## config.mk

```make
export PLATFORM = sky130hd
export DESIGN_NAME = bcd_counter_n
export DESIGN_NICKNAME = d
export VERILOG_FILES = /design/src/rtl/bcd_pkg.sv /design/src/rtl/bcd_digit.sv /design/src/rtl/bcd_counter_n.sv
export SDC_FILE = /design/constraint.sdc
export NUM_CORES = 1
export LEC_CHECK = 0
export CAP_MARGIN = 20
export CORE_UTILIZATION = 48
export CTS_BUF_LIST = sky130_fd_sc_hd__clkbuf_4
export CTS_CLUSTER_DIAMETER = 50
export DETAILED_ROUTE_END_ITERATION = 16
export PLACE_DENSITY = 0.77
export SETUP_SLACK_MARGIN = 0.2
export SYNTH_ARGS = -nofsm -noshare
export SYNTH_HDL_FRONTEND = slang
export SYNTH_SLANG_ARGS = --single-unit
```

## constraint.sdc

```tcl
create_clock -name CLK -period 2.5 [get_ports CLK]
set_input_delay 0.25 -clock CLK [delete_from_list [all_inputs] [get_ports CLK]]
set_output_delay 0.25 -clock CLK [all_outputs]
set_load 0.02 [all_outputs]
```

## src/rtl/bcd_pkg.sv

```systemverilog
// -----------------------------------------------------------------------------
// bcd_pkg
// Shared constants and helpers for the BCD counter datapath.
//   BCD_MAX   : largest legal BCD digit (9)
//   BCD_ZERO  : smallest legal BCD digit (0)
//   bcd_clamp : saturates a raw 4-bit nibble into the legal 0..9 range
// -----------------------------------------------------------------------------
package bcd_pkg;

    localparam logic [3:0] BCD_MAX  = 4'd9;
    localparam logic [3:0] BCD_ZERO = 4'd0;

    // Nibbles 10..15 are not BCD; map them onto 9 so no illegal digit is stored.
    function automatic logic [3:0] bcd_clamp(input logic [3:0] v);
        logic [3:0] r;
        if (v > BCD_MAX) begin
            r = BCD_MAX;
        end else begin
            r = v;
        end
        return r;
    endfunction

endpackage : bcd_pkg

```

## src/rtl/bcd_digit.sv

```systemverilog
// -----------------------------------------------------------------------------
// bcd_digit
// One purely combinational BCD digit stage of the ripple carry/borrow chain.
// Ports:
//   digit_i  [3:0] : current digit value (always 0..9)
//   inc_i          : counter is incrementing this cycle
//   dec_i          : counter is decrementing this cycle
//   carry_i        : carry from the less significant digit (1 for digit 0)
//   borrow_i       : borrow from the less significant digit (1 for digit 0)
//   digit_o  [3:0] : next digit value
//   carry_o        : 9 -> 0 rollover, carries into the next digit
//   borrow_o       : 0 -> 9 rollunder, borrows from the next digit
// -----------------------------------------------------------------------------
module bcd_digit
    import bcd_pkg::*;
(
    input  logic [3:0] digit_i,
    input  logic       inc_i,
    input  logic       dec_i,
    input  logic       carry_i,
    input  logic       borrow_i,
    output logic [3:0] digit_o,
    output logic       carry_o,
    output logic       borrow_o
);

    // Next digit value plus carry/borrow out for this stage.
    always_comb begin
        digit_o  = digit_i;
        carry_o  = 1'b0;
        borrow_o = 1'b0;
        if (inc_i && carry_i) begin
            if (digit_i >= BCD_MAX) begin
                digit_o = BCD_ZERO;
                carry_o = 1'b1;
            end else begin
                digit_o = digit_i + 4'd1;
            end
        end else if (dec_i && borrow_i) begin
            if (digit_i == BCD_ZERO) begin
                digit_o  = BCD_MAX;
                borrow_o = 1'b1;
            end else begin
                digit_o = digit_i - 4'd1;
            end
        end else begin
            digit_o = digit_i;
        end
    end

endmodule : bcd_digit

```

## src/rtl/bcd_counter_n.sv

```systemverilog
// -----------------------------------------------------------------------------
// bcd_counter_n
// N-digit BCD up/down counter with clear, parallel load, wrap/saturate mode
// and one-cycle overflow/underflow pulses. Drives the 7-segment display path.
// Parameters:
//   DIGITS : number of BCD digits (1..8), digit 0 least significant
//   WRAP   : 1 = roll over at all-9s / zero, 0 = saturate
// Ports:
//   CLK        : system clock, rising edge
//   RST        : synchronous active-high reset
//   up, dn     : one-cycle increment / decrement requests (both = no change)
//   clear      : one-cycle synchronous clear to zero
//   load       : one-cycle parallel load strobe
//   load_value : packed BCD load data, digit k at [4k+3:4k], clamped to 9
//   count      : registered packed BCD count
//   at_max     : count is all 9s (combinational)
//   at_zero    : count is all 0s (combinational)
//   overflow   : registered pulse, up applied at all-9s
//   underflow  : registered pulse, dn applied at zero
// Priority per edge: RST > clear > load > (up xor dn).
// -----------------------------------------------------------------------------
module bcd_counter_n
    import bcd_pkg::*;
#(
    parameter int unsigned DIGITS = 4,
    parameter bit          WRAP   = 1'b1
) (
    input  logic                  CLK,
    input  logic                  RST,
    input  logic                  up,
    input  logic                  dn,
    input  logic                  clear,
    input  logic                  load,
    input  logic [4*DIGITS-1:0]   load_value,
    output logic [4*DIGITS-1:0]   count,
    output logic                  at_max,
    output logic                  at_zero,
    output logic                  overflow,
    output logic                  underflow
);

    localparam int unsigned W = 4 * DIGITS;
    localparam logic [W-1:0] ALL_NINES = {DIGITS{BCD_MAX}};
    localparam logic [W-1:0] ALL_ZERO  = {W{1'b0}};

    logic [W-1:0] count_q;
    logic [W-1:0] count_d;
    logic         overflow_q;
    logic         overflow_d;
    logic         underflow_q;
    logic         underflow_d;

    logic [W-1:0] step_s;        // count_q after one ripple increment/decrement
    logic [W-1:0] load_clamp_s;  // load_value with every digit limited to 9
    logic         inc_s;
    logic         dec_s;
    logic         carry_top_s;
    logic         borrow_top_s;

    // Simultaneous up and dn cancel out, so only one direction is ever active.
    assign inc_s = up & ~dn;
    assign dec_s = dn & ~up;

    genvar g;
    generate
        for (g = 0; g < DIGITS; g++) begin : g_digit
            logic cin_s;
            logic bin_s;
            logic cout_s;
            logic bout_s;

            // Digit 0 always sees the request itself as its carry/borrow in.
            if (g == 0) begin : g_lsd
                assign cin_s = 1'b1;
                assign bin_s = 1'b1;
            end else begin : g_upper
                assign cin_s = g_digit[g-1].cout_s;
                assign bin_s = g_digit[g-1].bout_s;
            end

            bcd_digit u_digit (
                .digit_i  (count_q[4*g +: 4]),
                .inc_i    (inc_s),
                .dec_i    (dec_s),
                .carry_i  (cin_s),
                .borrow_i (bin_s),
                .digit_o  (step_s[4*g +: 4]),
                .carry_o  (cout_s),
                .borrow_o (bout_s)
            );

            assign load_clamp_s[4*g +: 4] = bcd_clamp(load_value[4*g +: 4]);
        end
    endgenerate

    assign carry_top_s  = g_digit[DIGITS-1].cout_s;
    assign borrow_top_s = g_digit[DIGITS-1].bout_s;

    // Priority mux for the next count and the flag pulses (RST handled in the register).
    always_comb begin
        count_d     = count_q;
        overflow_d  = 1'b0;
        underflow_d = 1'b0;
        if (clear) begin
            count_d = ALL_ZERO;
        end else if (load) begin
            count_d = load_clamp_s;
        end else if (inc_s) begin
            if (carry_top_s) begin
                overflow_d = 1'b1;
                // The ripple result is already all zeros; saturating keeps all 9s.
                count_d    = WRAP ? step_s : count_q;
            end else begin
                count_d = step_s;
            end
        end else if (dec_s) begin
            if (borrow_top_s) begin
                underflow_d = 1'b1;
                // The ripple result is already all 9s; saturating keeps zero.
                count_d     = WRAP ? step_s : count_q;
            end else begin
                count_d = step_s;
            end
        end else begin
            count_d = count_q;
        end
    end

    // Count and flag registers with synchronous reset.
    always_ff @(posedge CLK) begin
        if (RST) begin
            count_q     <= ALL_ZERO;
            overflow_q  <= 1'b0;
            underflow_q <= 1'b0;
        end else begin
            count_q     <= count_d;
            overflow_q  <= overflow_d;
            underflow_q <= underflow_d;
        end
    end

    assign count     = count_q;
    assign overflow  = overflow_q;
    assign underflow = underflow_q;
    assign at_max    = (count_q == ALL_NINES);
    assign at_zero   = (count_q == ALL_ZERO);

endmodule : bcd_counter_n

```

After elaboration in Yosys (flattened, before gate mapping)
Index checks and enable logic that the tools add are counted.
- bits in registers: 18
- latch bits: 0
- RAM bits: 0
- ROM bits: 0
- word-level logic and storage cells: 85
- memories: 0
- add/subtract/negate cells: 8
- $mul: 0
- div/mod/pow operators: 0
- magnitude comparators: 8
- eq/ne operators: 1
- shift-type cells: 0
- multiplexer cells: 44
- bitwise gates (word level): 6
- reductions and logical operators: 15
- operators by type and width (cell ; number):
    $mux 4 ; 19
    $mux 16 ; 3
    $mux 1 ; 22
    $add 4x1->4 const B ; 4
    $eq 16x16->1 const B ; 1
    $ge 4x4->1 const B ; 4
    $gt 4x4->1 const B ; 4
    $logic_not 16->1 ; 1
    $logic_not 4->1 ; 4
    $sub 4x1->4 const B ; 4
    $logic_and 1x1->1 ; 6
    $reduce_or 5->1 ; 1
    $not 1->1 ; 4
    $reduce_or 4->1 ; 1
    $reduce_bool 3->1 ; 1
    $and 1x1->1 ; 2
    $reduce_or 2->1 ; 1

Longest topological paths before layout
- word-level depth: 16
- mapped depth: 8
- depth with buffers taken out: 7

Hierarchy
From an unflattened synthesis, not the netlist that was laid out.
- cells, all modules: 261
- area total of the unflattened synthesis: 2033.2 um^2
- by module, submodules not included (module ; instances ; cells an instance ; area each (um^2)):
    bcd_digit ; 4 ; 38 ; 269.0
    bcd_counter_n ; 1 ; 109 ; 957.2

Worst setup path before layout
No wires, ideal clock.
- path type: register -> register
- from: reg count_q[0], in the netlist count[0]
- to: reg count_q[12], in the netlist count[12]
- arrival time: 2.177 ns
- data required time: 2.375 ns
- path slack: 0.199 ns
- stages on the path, launching flop included: 8
- cell sequence: dfxtp_1 > inv_1 > ha_1 > nor3b_4 > or4_4 > or3_1 > a21oi_1 > o21ai_1
- cells in the longest elaborated chain, start to end: 16
- elaborated cells between the ends (all ways): 24
- those cells by class: order compare (1); mux (16); reduce/logical (7)
- ends and longest elaborated chain (what ; RTL line ; RTL):
    from (decl) ; bcd_counter_n.sv:46 ; logic [W-1:0] count_q;
    from (signal assigned) ; bcd_counter_n.sv:136 ; count_q <= count_d;
    $logic_not 4->1 ; bcd_digit.sv:40 ; if (digit_i == BCD_ZERO) begin
    $mux 1 ; bcd_digit.sv:40 ;
    $mux 1 ; bcd_digit.sv:39 ; end else if (dec_i && borrow_i) begin
    $mux 1 ; bcd_digit.sv:32 ; if (inc_i && carry_i) begin
    $logic_and 1x1->1 ; bcd_digit.sv:39 ;
    $mux 1 ; bcd_digit.sv:39 ;
    $mux 1 ; bcd_digit.sv:32 ;
    $logic_and 1x1->1 ; bcd_digit.sv:39 ;
    $mux 1 ; bcd_digit.sv:39 ;
    $mux 1 ; bcd_digit.sv:32 ;
    $logic_and 1x1->1 ; bcd_digit.sv:39 ;
    $mux 4 ; bcd_digit.sv:39 ;
    $mux 4 (*) ; bcd_digit.sv:32 ;
    $mux 16 ; bcd_counter_n.sv:116 ; end else if (dec_s) begin
    $mux 16 (*) ; bcd_counter_n.sv:108 ; end else if (inc_s) begin
    $mux 16 (*) ; bcd_counter_n.sv:106 ; end else if (load) begin
Every way passes the cells marked *; elsewhere a longest branch is shown, timed or not. The select of a mux whose other input is x is not followed.
A chain may end at the register's enable or synchronous reset.

Worst setup path in the final report
Same ends and word-level chain as after synthesis.

==> results.sh <==
export IMPL_status="completed"
export IMPL_critPathArrivalTime_ns=2.39
export IMPL_cts_path_max_buffers=2
export IMPL_power_density_nw_per_um2=339
export IMPL_htreeDepth=1
export IMPL_intPower_uw=512
export IMPL_grt_pass1_vias=1893
export IMPL_final_nets=319
export IMPL_synth_seq_cells=18
export IMPL_drt_first_pass_iters=5
export IMPL_grt_pass1_wl_um=8630
export IMPL_syn_area_um2=1790
export IMPL_required_ns=2.70
export IMPL_worstPathCellList="inv_1 -> ha_2 -> nor3b_4 -> or4_4 -> or3_1 -> a21oi_1 -> o21ai_1"
export IMPL_synth_ff_type="dfxtp_1"
export IMPL_crit_fanout=6
export IMPL_period_needed_ns=2.19
export IMPL_synth_fp_nets=268
export IMPL_relSlewSlack_pct=67.8
export IMPL_worst_slew_pin_slew_ns=0.482
export IMPL_post_synth_cell_area_avg_um2=7.65
export IMPL_gr_total_overflow=0
export IMPL_reg2reg_depth=7
export IMPL_multi_input_comb_area_um2=1310
export IMPL_ir_drop_v=0.000249
export IMPL_finalHoldViolCount=0
export IMPL_setup_viol=0
export IMPL_static_leakage_power_nw=0.891
export IMPL_max_stage_delay_ns=0.57
export IMPL_die_y_um=63.1
export IMPL_cts_tree="built"
export IMPL_hold_depth=2
export IMPL_layout_drive_gt1_share_pct=15.2
export IMPL_cp_top_family="simple AND/OR/NAND/NOR gates"
export IMPL_yosysSeqAreaShare_pct=20.1
export IMPL_cp_depth=7
export IMPL_antenna_found_initial=0
export IMPL_min_path_type="reg -> reg"
export IMPL_grt_start_max_net_pins=16
export IMPL_die_area_um2=3980
export IMPL_placed_area_um2=2320
export IMPL_switching_share_pct=36.0
export IMPL_rows=21
export IMPL_end_kind="flip-flop"
export IMPL_drc=0
export IMPL_port_buffers=41
export IMPL_start_kind="flip-flop"
export IMPL_grt_usage_pct=26.7
export IMPL_seqPwrFrac_pct=40.0
export IMPL_worst_path_buf_inv=1
export IMPL_wl_per_cell_um=15.4
export IMPL_cts_made_buffers=3
export IMPL_routed_wl_um=5060
export IMPL_clkPwrFrac_pct=19.5
export IMPL_synth_cells=234
export IMPL_max_cap_viol_count=0
export IMPL_clock_latency_ns=0.30
export IMPL_p_sw_uw=288
export IMPL_synth_edf_count=0
export IMPL_ys_warn_count=0
export IMPL_postCtsHoldBufs=0
export IMPL_diodes=0
export IMPL_routed_via_density=6.05
export IMPL_coreArea_um2=3440
export IMPL_finalCritPeriodShare_pct=87.8
export IMPL_gp_congestion=0.904
export IMPL_regArea_um2=364
export IMPL_cts_sinks=18
export IMPL_fillCellCount=313
export IMPL_start_util_pct=52.0
export IMPL_fin_worst_skew_ns=0.00362
export IMPL_root_buffer="clkbuf_4"
export IMPL_p_comb_share_pct=40.5
export IMPL_setup_tns_ns=0
export IMPL_grt_setup_unrepaired="true"
export IMPL_vias=1992
export IMPL_pin_count=42
export IMPL_place_hpwl_um=3780
export IMPL_cpMaxStageDelayCell="or4_4"
export IMPL_finalInstanceArea_um2=2360
export IMPL_fp_dieW_um=63.1
export IMPL_async_reset_ff_share_pct=0
export IMPL_netlist_cell_type_count=59
export IMPL_ant_nets=0
export IMPL_max_freq_mhz=456
export IMPL_drt_iter0_drc=194
export IMPL_clk_pin_slew_worst_paths_ns=0.11
export IMPL_slew_violations=0
export IMPL_area_delta_synth_final_pct=31.9
export IMPL_critical_path_class="reg -> reg"
## power by group through the flow
| stage | clock network [mW] | logic (mW) | registers, mW |
|---|---|---|---|
| global placement | 0 | 0.317 | 0.326 |
| detailed placement | 0 | 0.320 | 0.326 |
| global route | 0.169 | 0.355 | 0.323 |
| CTS | 0.162 | 0.320 | 0.320 |
| finish | 0.156 | 0.324 | 0.320 |
| floorplan | 0 | 0.178 | 0.337 |
## worst register-to-register path, cell delays in order (launching register included)
cell	delay [ns]
dfxtp_2	0.39
inv_1	0.10
ha_2	0.23
nor3b_4	0.18
or4_4	0.57
or3_1	0.39
a21oi_1	0.16
o21ai_1	0.08
## cell usage in the layout (no fill, tap or decap), types with 4 or more instances in the layout
cell type / n
ha_1: 11
nand4_1: 4
nor3_1: 6
dfxtp_1: 15
nand3_1: 7
nor2_1: 14
inv_1: 17
nor4_1: 5
a21oi_1: 22
a211oi_1: 6
clkdlybuf4s50_1: 39
nand3b_1: 5
nor2b_1: 4
nand2b_1: 7
o31ai_1: 5
or3_1: 4
buf_4: 18
o21ai_0: 17
nand2_1: 7
o311ai_0: 5
## sequential cells by signal, summed over array words and instances (netlist names)
register,cells
underflow,1
count,16
overflow,1
## what timing repair did
action / CTS / global route
setup buffers: 0 / 2
resized for setup: 2 / 13
pin swaps: 0 / 2
gates cloned: 0 / 0
endpoints found under the setup margin: 2 / 11
## area by class of cell
type	instances	area share [%]
clock buffer	3	0.954
timing repair buffer	59	22.7
multi-input combinational	185	55.6
inverter	18	2.86
tap	46	2.44
sequential	18	15.4
## kinds of logic (layout without fill, tap and decap cells)
group	after synthesis	after routing	share of synthesized area [%]
compound gates	88	88	32.6
simple gates	83	83	30.0
buf+inv	31	80	7.13
flops	18	18	20.1
fa+ha+maj	12	12	8.39
xor+xnor	1	1	0.490
mux	1	1	1.26
## cells in the mapped netlist, drive strengths merged (2+ instances only)
master	number	share of area (%)
a211oi	7	2.9
a21oi	22	6.2
a31oi	3	1.0
a32o	2	1.1
and2	2	0.70
and3b	2	0.98
and4	2	0.98
buf	8	2.3
clkbuf	5	1.0
dfxtp	18	20
ha	12	8.4
inv	18	3.8
nand2	7	1.5
nand2b	7	2.4
nand3	7	2.0
nand3b	6	3.2
nand4	4	1.4
nor2	14	2.9
nor2b	4	1.4
nor3	6	1.7
nor3b	6	3.7
nor4	6	2.9
o211ai	3	1.3
o21a	3	1.3
o21ai	21	6.1
o21bai	2	0.84
o311ai	5	2.4
o31ai	5	2.1
o41ai	2	0.98
or2	3	1.0
or3	4	1.4
or3b	2	1.1
## per-stage QoR
| step | hold WS, ns | std cells | setup slack (ns) | total power, mW | util, % |
|---|---|---|---|---|---|
| 6_report | 0.499 | 329 | 0.306 | 0.800 | 68.6 |
| 3_3_place_gp | 0.510 | 324 | 0.242 | 0.644 | 67.4 |
| 4_1_cts | 0.541 | 327 | 0.197 | 0.801 | 67.9 |
| 3_5_place_dp | 0.525 | 324 | 0.251 | 0.646 | 67.4 |
| 5_1_grt | 0.518 | 329 | 0.193 | 0.847 | 68.6 |
| 2_1_floorplan | 0.382 | 234 | 0.238 | 0.514 | - |
## metal layers
metal  global-route usage [%]  part of all wire (%)  vias to the layer above  wire length [µm]
met5                        0                     0                        -                 0
met4                     8.14                   1.0                        0                53
met3                     4.35                   6.9                        6               348
met2                     43.4                    45                       78              2300
met1                     35.6                    47                      923              2360
li1                         -                     -                      985                 -
## worst paths after layout
path	start	endpoint	slack, ns
worst max-delay path	count[0]	count[12]	0.31
worst min-delay path	count[5]	count[5]	0.50
worst max register to register	count[0]	count[12]	0.31
worst min register to register	count[5]	count[5]	0.50
No activity file was read; power rests on OpenSTA's default activity.
